<file path="config.mk">
export PLATFORM = sky130hd
export DESIGN_NAME = vector_dot_product_par
export DESIGN_NICKNAME = d
export VERILOG_FILES = /design/src/rtl/vector_dot_product_par.sv
export SDC_FILE = /design/constraint.sdc
export NUM_CORES = 1
export LEC_CHECK = 0
export BUFFER_PORTS_ARGS = -buffer_cell sky130_fd_sc_hd__buf_2
export CAP_MARGIN = 40
export CORE_ASPECT_RATIO = 1.4
export CORE_MARGIN = 2
export CORE_UTILIZATION = 55
export CTS_CLUSTER_DIAMETER = 40
export DETAILED_ROUTE_END_ITERATION = 10
export GPL_ROUTABILITY_DRIVEN = 0
export PLACE_DENSITY = 0.86
export SLEW_MARGIN = 40
export SYNTH_ARGS = -nofsm -noshare
export SYNTH_HDL_FRONTEND = slang
export SYNTH_SLANG_ARGS = --single-unit
</file>
<file path="constraint.sdc">
create_clock -name clk -period 8 [get_ports clk]
set_input_delay 1.6 -clock clk [delete_from_list [all_inputs] [get_ports clk]]
set_output_delay 1.6 -clock clk [all_outputs]
set_load 0.05 [all_outputs]
</file>
<file path="src/rtl/vector_dot_product_par.sv">
// vector_dot_product_par
//   Multi-lane signed dot-product engine. Framed input beats carry LANES
//   element pairs. Each beat's lane products are summed and registered (S1).
//   The per-frame FSM accumulates the beat sums (S2). Each frame's result is
//   then delivered through a single-entry valid/ready output register that
//   back-pressures the input.
//
//   Optional feature: define DOT_SAT_EN for saturating accumulation plus the
//   sat flag. Without it, accumulation wraps at ACC_W and sat is tied 0.
//
// Ports
//   clk, rst           : clock, synchronous active-high reset
//   in_valid/in_ready  : input beat handshake
//   sop, eop           : first / last beat of a vector
//   data_a, data_b     : LANES packed signed elements, lane i at [i*DATA_W +: DATA_W]
//   result, result_len : signed frame dot product and its beat count
//   result_valid       : result/result_len valid
//   out_ready          : consumer accepts the result
//   err                : sticky protocol-error flag
//   sat                : saturation occurred in the delivered frame
module vector_dot_product_par #(
  parameter int DATA_W = 8,
  parameter int LANES  = 4,
  parameter int ACC_W  = 32,
  parameter int CNT_W  = 16
) (
  input  logic                      clk,
  input  logic                      rst,
  input  logic                      in_valid,
  output logic                      in_ready,
  input  logic                      sop,
  input  logic                      eop,
  input  logic [LANES*DATA_W-1:0]   data_a,
  input  logic [LANES*DATA_W-1:0]   data_b,
  output logic [ACC_W-1:0]          result,
  output logic [CNT_W-1:0]          result_len,
  output logic                      result_valid,
  input  logic                      out_ready,
  output logic                      err,
  output logic                      sat
);

  typedef enum logic {IDLE, FRAME} state_t;

  logic adv;

  // S1: lane products summed, sign-extended to ACC_W
  logic signed [2*DATA_W-1:0] prod;
  logic [ACC_W-1:0]           sum_d;
  logic [ACC_W-1:0]           sum1_q;
  logic                       v1_q, sop1_q, eop1_q;

  // S2: frame accumulator and FSM
  state_t           state_q;
  logic [ACC_W-1:0] acc_q, base, step_acc;
  logic [CNT_W-1:0] len_q, step_len;
  logic             err_q;

  // Completed-frame stage feeding the output register
  logic             fin_v_q;
  logic [ACC_W-1:0] fin_acc_q;
  logic [CNT_W-1:0] fin_len_q;

  // Output register
  logic             rv_q;
  logic [ACC_W-1:0] result_q;
  logic [CNT_W-1:0] rlen_q;

  assign adv          = !(rv_q && !out_ready);
  assign in_ready     = adv;
  assign result       = result_q;
  assign result_len   = rlen_q;
  assign result_valid = rv_q;
  assign err          = err_q;

  always_comb begin
    sum_d = '0;
    prod  = '0;
    for (int unsigned i = 0; i < LANES; i++) begin
      prod  = $signed(data_a[i*DATA_W +: DATA_W]) * $signed(data_b[i*DATA_W +: DATA_W]);
      sum_d = sum_d + ACC_W'(prod);
    end
  end

  always_ff @(posedge clk) begin
    if (rst) begin
      v1_q   <= 1'b0;
      sop1_q <= 1'b0;
      eop1_q <= 1'b0;
      sum1_q <= '0;
    end else if (adv) begin
      v1_q <= in_valid;
      if (in_valid) begin
        sop1_q <= sop;
        eop1_q <= eop;
        sum1_q <= sum_d;
      end
    end
  end

  // A sop beat (fresh or restarting) loads, anything else accumulates.
  assign base     = sop1_q ? '0 : acc_q;
  assign step_len = sop1_q ? CNT_W'(1) : len_q + CNT_W'(1);

`ifdef DOT_SAT_EN
  logic [ACC_W:0] wide_sum;
  logic           step_clamp, step_sat;
  logic           frame_sat_q, fin_sat_q, sat_q;

  always_comb begin
    wide_sum   = {base[ACC_W-1], base} + {sum1_q[ACC_W-1], sum1_q};
    step_clamp = wide_sum[ACC_W] ^ wide_sum[ACC_W-1];
    if (!step_clamp)
      step_acc = wide_sum[ACC_W-1:0];
    else if (wide_sum[ACC_W])
      step_acc = {1'b1, {(ACC_W-1){1'b0}}};
    else
      step_acc = {1'b0, {(ACC_W-1){1'b1}}};
    step_sat = step_clamp | (!sop1_q & frame_sat_q);
  end

  always_ff @(posedge clk) begin
    if (rst) begin
      frame_sat_q <= 1'b0;
      fin_sat_q   <= 1'b0;
      sat_q       <= 1'b0;
    end else if (adv) begin
      if (v1_q && !(state_q == IDLE && !sop1_q)) begin
        frame_sat_q <= step_sat;
        if (eop1_q)
          fin_sat_q <= step_sat;
      end
      if (fin_v_q)
        sat_q <= fin_sat_q;
    end
  end

  assign sat = sat_q;
`else
  assign step_acc = base + sum1_q;
  assign sat      = 1'b0;
`endif

  // The completed frame passes through fin_* before the output register,
  // so result_valid rises two edges after the eop beat enters S1.
  always_ff @(posedge clk) begin
    if (rst) begin
      state_q   <= IDLE;
      acc_q     <= '0;
      len_q     <= '0;
      err_q     <= 1'b0;
      fin_v_q   <= 1'b0;
      fin_acc_q <= '0;
      fin_len_q <= '0;
    end else if (adv) begin
      fin_v_q <= 1'b0;
      if (v1_q) begin
        if (state_q == IDLE && !sop1_q) begin
          err_q <= 1'b1;
        end else begin
          if (state_q == FRAME && sop1_q)
            err_q <= 1'b1;
          acc_q <= step_acc;
          len_q <= step_len;
          if (eop1_q) begin
            fin_v_q   <= 1'b1;
            fin_acc_q <= step_acc;
            fin_len_q <= step_len;
            state_q   <= IDLE;
          end else begin
            state_q <= FRAME;
          end
        end
      end
    end
  end

  // While adv is high the register is either empty or being consumed, so
  // it simply takes whatever the completed-frame stage offers.
  always_ff @(posedge clk) begin
    if (rst) begin
      rv_q     <= 1'b0;
      result_q <= '0;
      rlen_q   <= '0;
    end else if (adv) begin
      rv_q <= fin_v_q;
      if (fin_v_q) begin
        result_q <= fin_acc_q;
        rlen_q   <= fin_len_q;
      end
    end
  end

endmodule

</file>
==> results of run 1 <==
## sequential cells by signal (all words and copies together) (netlist names)
signal and flops:
sum1_q 19, fin_acc_q 32, eop1_q 1, fin_v_q 1, result_valid 1, err 1, state_q 1, sop1_q 1
fin_len_q 16, result 32, v1_q 1, len_q 16, acc_q 32, result_len 16
## cell families after synthesis
kind of cell,synth area share [%]
AOI/OAI and AO/OA,9.06
and+or+nand+nor,18.0
adders and majority gates,43.2
xor gates and xnor gates,2.68
other,0.0198
DFF,17.9
buffers and inverters,9.00
muxes,0.0528
## worst paths after layout
path,endpoint,slack (ns),cells past startpoint
min,acc_q[17],0.45,2
max,sum1_q[30],0.15,24
min reg2reg,acc_q[17],0.45,2
max reg2reg,acc_q[28],3.71,14
## stage by stage
stage,setup WS [ns],std cells,instance area (um2)
2_1_floorplan,0.142,2158,19000
3_3_place_gp,-0.235,2750,20600
3_5_place_dp,-0.455,2750,20600
4_1_cts,0.0147,2782,21100
5_1_grt,-0.00107,2783,21100
6_report,0.149,2783,21100
## per-layer routing
metal | up-vias | global-route usage, % | share of wire, %
met2 | 523 | 49.5 | 53
met4 | 0 | 19.8 | 8.2
met5 | - | 0 | 0
met3 | 213 | 3.30 | 4.5
li1 | 6987 | - | -
met1 | 7318 | 26.5 | 34
## area by class of cell
| type | count | area, um2 |
|---|---|---|
| well taps | 451 | 564 |
| clock buffers | 22 | 464 |
| repair buffers | 213 | 1310 |
| flip-flops and latches | 170 | 3400 |
| inverters | 382 | 1430 |
| fillers | 2680 | 12900 |
| diodes | 1 | 2.50 |
| multi-input cells | 1534 | 13900 |
| clock inverters | 10 | 70.1 |
## what timing repair did
action / CTS / global route
pin swaps: 0 / 2
endpoints found under the setup margin: 1 / 5
resized for setup: 1 / 9
cloned: 0 / 0
endpoints found under the hold margin: 0 / 0
## worst reg2reg max path: stages, from the launching register on
cell and delay (ns):
dfxtp_1 0.78, buf_4 0.47, nor2b_1 0.11, ha_1 0.23
inv_1 0.09, fa_1 0.20, nand2b_1 0.14, a21oi_1 0.11
o31a_1 0.37, a31oi_1 0.40, o21a_1 0.23, o21ai_1 0.11
o311ai_0 0.51, and2_1 0.26, o211ai_1 0.14
## placed cells by master, fill, tap and decap left out, drive strengths merged, types with 5 or more instances in the layout
cell      count
a211oi       19
a21o         26
a21oi       173
and2        138
and3          7
buf         213
clkbuf       22
clkinvlp      5
dfxtp       170
fa          327
ha          132
inv         383
nand2       370
nand2b       17
nand3        19
nand3b        9
nand4         9
nor2         65
nor2b        52
nor3         15
nor3b         7
o211ai        6
o21a          7
o21ai        31
or3           7
xnor2        38
xor2         20
==> results.sh, run 1 <==
export IMPL_avgViaCountPerCell=5.40
export IMPL_post_route_drc_count=0
export IMPL_synth_area_per_cell_um2=8.79
export IMPL_status="finished clean"
export IMPL_hp_start="acc_q[17]"
export IMPL_finalMaxSlewViolations=0
export IMPL_grt_pass1_vias=16578
export IMPL_crit_arrival_ns=8.17
export IMPL_clk_path_buf_depth=2
export IMPL_clk_latency_ns=0.43
export IMPL_worst_setup_path_type="in2reg"
export IMPL_ant_nets=0
export IMPL_htree_levels=4
export IMPL_wirelength_um=46200
export IMPL_worstReg2RegStart="sop1_q"
export IMPL_portBuffers=120
export IMPL_yosys_area_top_type="fa_1"
export IMPL_post_cts_setup_buffers=0
export IMPL_hold_viol=0
export IMPL_period_needed_ns=7.85
export IMPL_num_rows=80
export IMPL_initial_core_util_pct=55.7
export IMPL_worst_setup_path_start_kind="primary input"
export IMPL_netlist_area_um2=19000
export IMPL_synthToLayoutAreaGrowth_pct=11.5
export IMPL_routedWlPerCell_um=16.6
export IMPL_cp_startpoint="data_a[27]"
export IMPL_cpPeakStageDelay_ns=0.58
export IMPL_crit_buf_inv=5
export IMPL_dp_final_hpwl_um=38100
export IMPL_path_cells="buf_2 > and2_1 > fa_1 > ha_4 > inv_1 > fa_1 > inv_1 > fa_1 > fa_1 > inv_1 > fa_1 > fa_1 > inv_1 > fa_1 > ha_1 > a211o_1 > a211oi_2 > o21ai_1 > o311a_1 > o21a_1 > o21ai_1 > a21oi_1 > xnor2_1 > a22o_1"
export IMPL_layout_nets=2847
export IMPL_worst_slew_margin_rel_pct=44.6
export IMPL_worst_pin_slew_ns=0.830
export IMPL_grt_pass1_wl_um=76500
export IMPL_vias=15041
export IMPL_die_area_um2=36000
export IMPL_cts_buffers=17
export IMPL_synthFlopType="dfxtp_1"
export IMPL_tns_ns=0
export IMPL_io_pins=122
export IMPL_synth_edff_count=0
export IMPL_postCtsHoldBufs=0
export IMPL_fmax_ghz=0.127
export IMPL_yosys_warnings=0
export IMPL_clock_sinks=170
export IMPL_die_w_um=161
export IMPL_cp_required_ns=8.32
export IMPL_ys_types=52
export IMPL_synth_commonest_cells="inv_1 (382), nand2_1 (370), fa_1 (327)"
export IMPL_antenna_found_initial=1
export IMPL_postSynthCellCount=2158
export IMPL_clock_skew_ns=0.00652
export IMPL_clk_pin_slew_ns=0.06
export IMPL_drive_gt1_share_pct=11.0
export IMPL_drt_first_pass_iters=5
export IMPL_critPathMaxFanout=6
export IMPL_crit_top_cell="fa_1"
export IMPL_max_cap_viol_count=0
export IMPL_grt_max_degree=98
export IMPL_cts_root_buf="clkbuf_16"
export IMPL_cp_top_family="adder cells"
export IMPL_hp_class="reg2reg"
export IMPL_worstSetupEndpointType="register"
export IMPL_die_h_um=224
export IMPL_synthesis_nets=2687
export IMPL_synth_top_area_share_pct=34.5
export IMPL_grt_overflow_total=0
export IMPL_utilization_pct=62.1
export IMPL_synth_area_top_cells="fa_1 (35%), dfxtp_1 (18%), ha_1 (8.7%), inv_1 (7.6%), nand2_1 (7.3%)"
export IMPL_slowest_stage="fa_1"
export IMPL_layout_worst_path_cycle_share_pct=98.1
export IMPL_drt_iter0_markers=921
export IMPL_yosysMostFrequentCell="inv_1"
export IMPL_yosysSeqAreaShare_pct=17.9
export IMPL_async_flop_share_pct=0
export IMPL_cts_tree="built"
export IMPL_synth_seq_cells=170
export IMPL_timing_hold_ws_ns=0.452
export IMPL_setup_viol=0
export IMPL_core_area_um2=34000
export IMPL_grt_total_usage_pct=26.4
Power of run 1 is not shown: default switching activity piles up to over one toggle a cycle in this logic, so the estimate is an artifact.
==> inputs of run 2 (changes only) <==
Settings changed: ABC_AREA from default to 1, GPL_ROUTABILITY_DRIVEN 0 to default.
==> run 2 against run 1 <==
Against the previous run:
- clock skew grew 0.0068 ns
- final area is 5.6% higher
- critical path depth shrank 1
- core utilization fell by 2.6 points
- flip-flop and latch count is the same
- maximum frequency increased by 5.7%
- die area rose by 9.7%
- routed wire length increased by 18%
- largest cell class unchanged
- highest routed layer unchanged
==> results.sh, run 2 <==
export IMPL_status="finished clean"
export IMPL_cp_startpoint="data_b[24]"
export IMPL_hold_viol=0
export IMPL_post_cts_resized=0
export IMPL_portBuffers=120
export IMPL_fillers=3250
export IMPL_synth_commonest_cells="inv_1 (792), nand2_1 (588), fa_1 (327)"
export IMPL_num_rows=84
export IMPL_synth_top_area_share_pct=31.4
export IMPL_die_w_um=169
export IMPL_grt_pass1_vias=17933
export IMPL_worstSetupEndpointType="register"
export IMPL_utilization_pct=59.5
export IMPL_drive_gt1_share_pct=7.57
export IMPL_grt_total_usage_pct=28.2
export IMPL_antenna_cells=0
export IMPL_rr_worst_depth=9
export IMPL_worstReg2RegStart="sop1_q"
export IMPL_mostFrequentLayoutCells="inv_1 (792), nand2_1 (588), fa_1 (327)"
export IMPL_busiest_layer="met2"
export IMPL_synth_seq_cells=170
export IMPL_seq_area_um2=3400
export IMPL_vias=17555
export IMPL_postCtsHoldBufs=0
export IMPL_yosys_area_top_type="fa_1"
export IMPL_max_cap_viol_count=0
export IMPL_clk_path_buf_depth=2
export IMPL_post_cts_setup_buffers=0
export IMPL_wirelength_um=54300
export IMPL_hold_depth=2
export IMPL_final_common_cell="inv_1"
export IMPL_worst_setup_path_type="in2reg"
export IMPL_synthToLayoutAreaGrowth_pct=7.13
export IMPL_layout_nets=3397
export IMPL_cts_buffers=17
export IMPL_worst_pin_slew_ns=0.829
export IMPL_synthesis_nets=3363
export IMPL_use_met1_pct=28.8
export IMPL_antenna_found_initial=0
export IMPL_ant_nets=0
export IMPL_crit_arrival_ns=7.75
export IMPL_period_needed_ns=7.42
export IMPL_grt_use_met3_pct=2.40
export IMPL_yosysSeqAreaShare_pct=16.3
export IMPL_drt_iter0_markers=1118
export IMPL_drt_first_pass_iters=6
export IMPL_tns_ns=0
export IMPL_ys_types=41
export IMPL_yosysMostFrequentCell="inv_1"
export IMPL_slowest_stage="fa_1"
export IMPL_synth_area_top_cells="fa_1 (31%), dfxtp_1 (16%), inv_1 (14%), nand2_1 (11%), ha_1 (7.9%)"
export IMPL_synth_edff_count=0
export IMPL_grt_overflow_total=0
export IMPL_rsz0062_at_grt="no"
export IMPL_grt_max_degree=97
export IMPL_cpPeakStageDelay_ns=0.70
export IMPL_crit_top_cell="fa_1"
export IMPL_grt_use_met2_pct=53.4
export IMPL_clock_sinks=170
export IMPL_yosys_warnings=0
export IMPL_core_area_um2=37500
export IMPL_grt_pass1_wl_um=87100
export IMPL_routabilityCongestion=0.984
export IMPL_finalMaxSlewViolations=0
export IMPL_clk_pin_slew_ns=0.07
export IMPL_worst_slew_margin_rel_pct=44.7
export IMPL_postSynthCellCount=2834
export IMPL_cp_required_ns=8.33
export IMPL_cts_root_buf="clkbuf_16"
export IMPL_synth_area_per_cell_um2=7.36
export IMPL_hp_start="fin_acc_q[25]"
export IMPL_path_cells="buf_2 > nand2_1 > inv_1 > fa_1 > fa_1 > inv_1 > fa_1 > inv_1 > fa_1 > fa_1 > fa_1 > fa_1 > inv_1 > fa_1 > inv_1 > ha_1 > nand2_1 > nor4_1 > nand2_1 > nand3_1 > nand2_1 > nor2_1 > nor2_1"
export IMPL_multi_input_area_um2=14000
export IMPL_routedWlPerCell_um=16.2
export IMPL_clock_skew_ns=0.0133
export IMPL_io_pins=122
export IMPL_async_flop_share_pct=0
export IMPL_dp_final_hpwl_um=44700
export IMPL_netlist_area_um2=20800
export IMPL_hp_class="reg2reg"
export IMPL_design_area_um2=22300
export IMPL_dpl_cell_area_um2=21700
export IMPL_critPathMaxFanout=8
export IMPL_post_route_drc_count=0
export IMPL_cts_tree="built"
export IMPL_initial_core_util_pct=55.6
export IMPL_setup_viol=0
export IMPL_die_h_um=234
export IMPL_layout_worst_path_cycle_share_pct=92.8
export IMPL_die_area_um2=39500
export IMPL_worst_setup_path_start_kind="primary input"
export IMPL_htree_levels=4
export IMPL_synthFlopType="dfxtp_1"
export IMPL_avgViaCountPerCell=5.23
export IMPL_clk_latency_ns=0.44
export IMPL_fmax_ghz=0.135
run 2: worst paths after layout:
path | end | slack, ns
worst max-delay path | sum1_q[16] | 0.58
worst min-delay path | result[25] | 0.45
worst max register to register | fin_acc_q[14] | 4.40
worst min register to register | result[25] | 0.45
run 2: metrics by stage:
stage	instances	worst slack [ns]	hold slack (ns)
detailed placement	3321	0.144	0.443
global route	3354	0.222	0.485
finish	3354	0.575	0.451
CTS	3353	0.596	0.450
floorplan	2834	0.581	0.424
global placement	3321	0.189	0.430
run 2: logic make-up after synthesis:
kind of cell | count (synthesis) | synth area share [%]
compound gates | 298 | 7.50
xor+xnor | 16 | 0.672
fa+ha+maj | 459 | 39.3
buf+inv | 914 | 16.6
flops | 170 | 16.3
other cells | 1 | 0.0180
simple gates | 976 | 19.6
run 2: worst max-delay path: cells and delay by family:
| kind | cells | cell delay, ns |
|---|---|---|
| AND/OR/NAND/NOR | 8 | 1.05 |
| adder cells (fa/ha/maj) | 9 | 4.62 |
| buffers and inverters | 6 | 0.50 |
run 2: final cells by class:
class / count / share of cell area [%]
multi-input combinational: 1750 / 62.7
clock buffer: 17 / 1.90
timing repair buffer: 131 / 3.12
clock inverter: 15 / 1.01
inverter: 798 / 13.4
tap: 473 / 2.65
sequential: 170 / 15.2
run 2: metal layers:
| layer | vias to the layer above | part of all wire, % |
|---|---|---|
| li1 | 8351 | - |
| met1 | 8352 | 34 |
| met2 | 630 | 53 |
| met3 | 222 | 4.3 |
| met4 | 0 | 8.6 |
| met5 | - | 0 |
Power of run 2 is left out for the same reason.
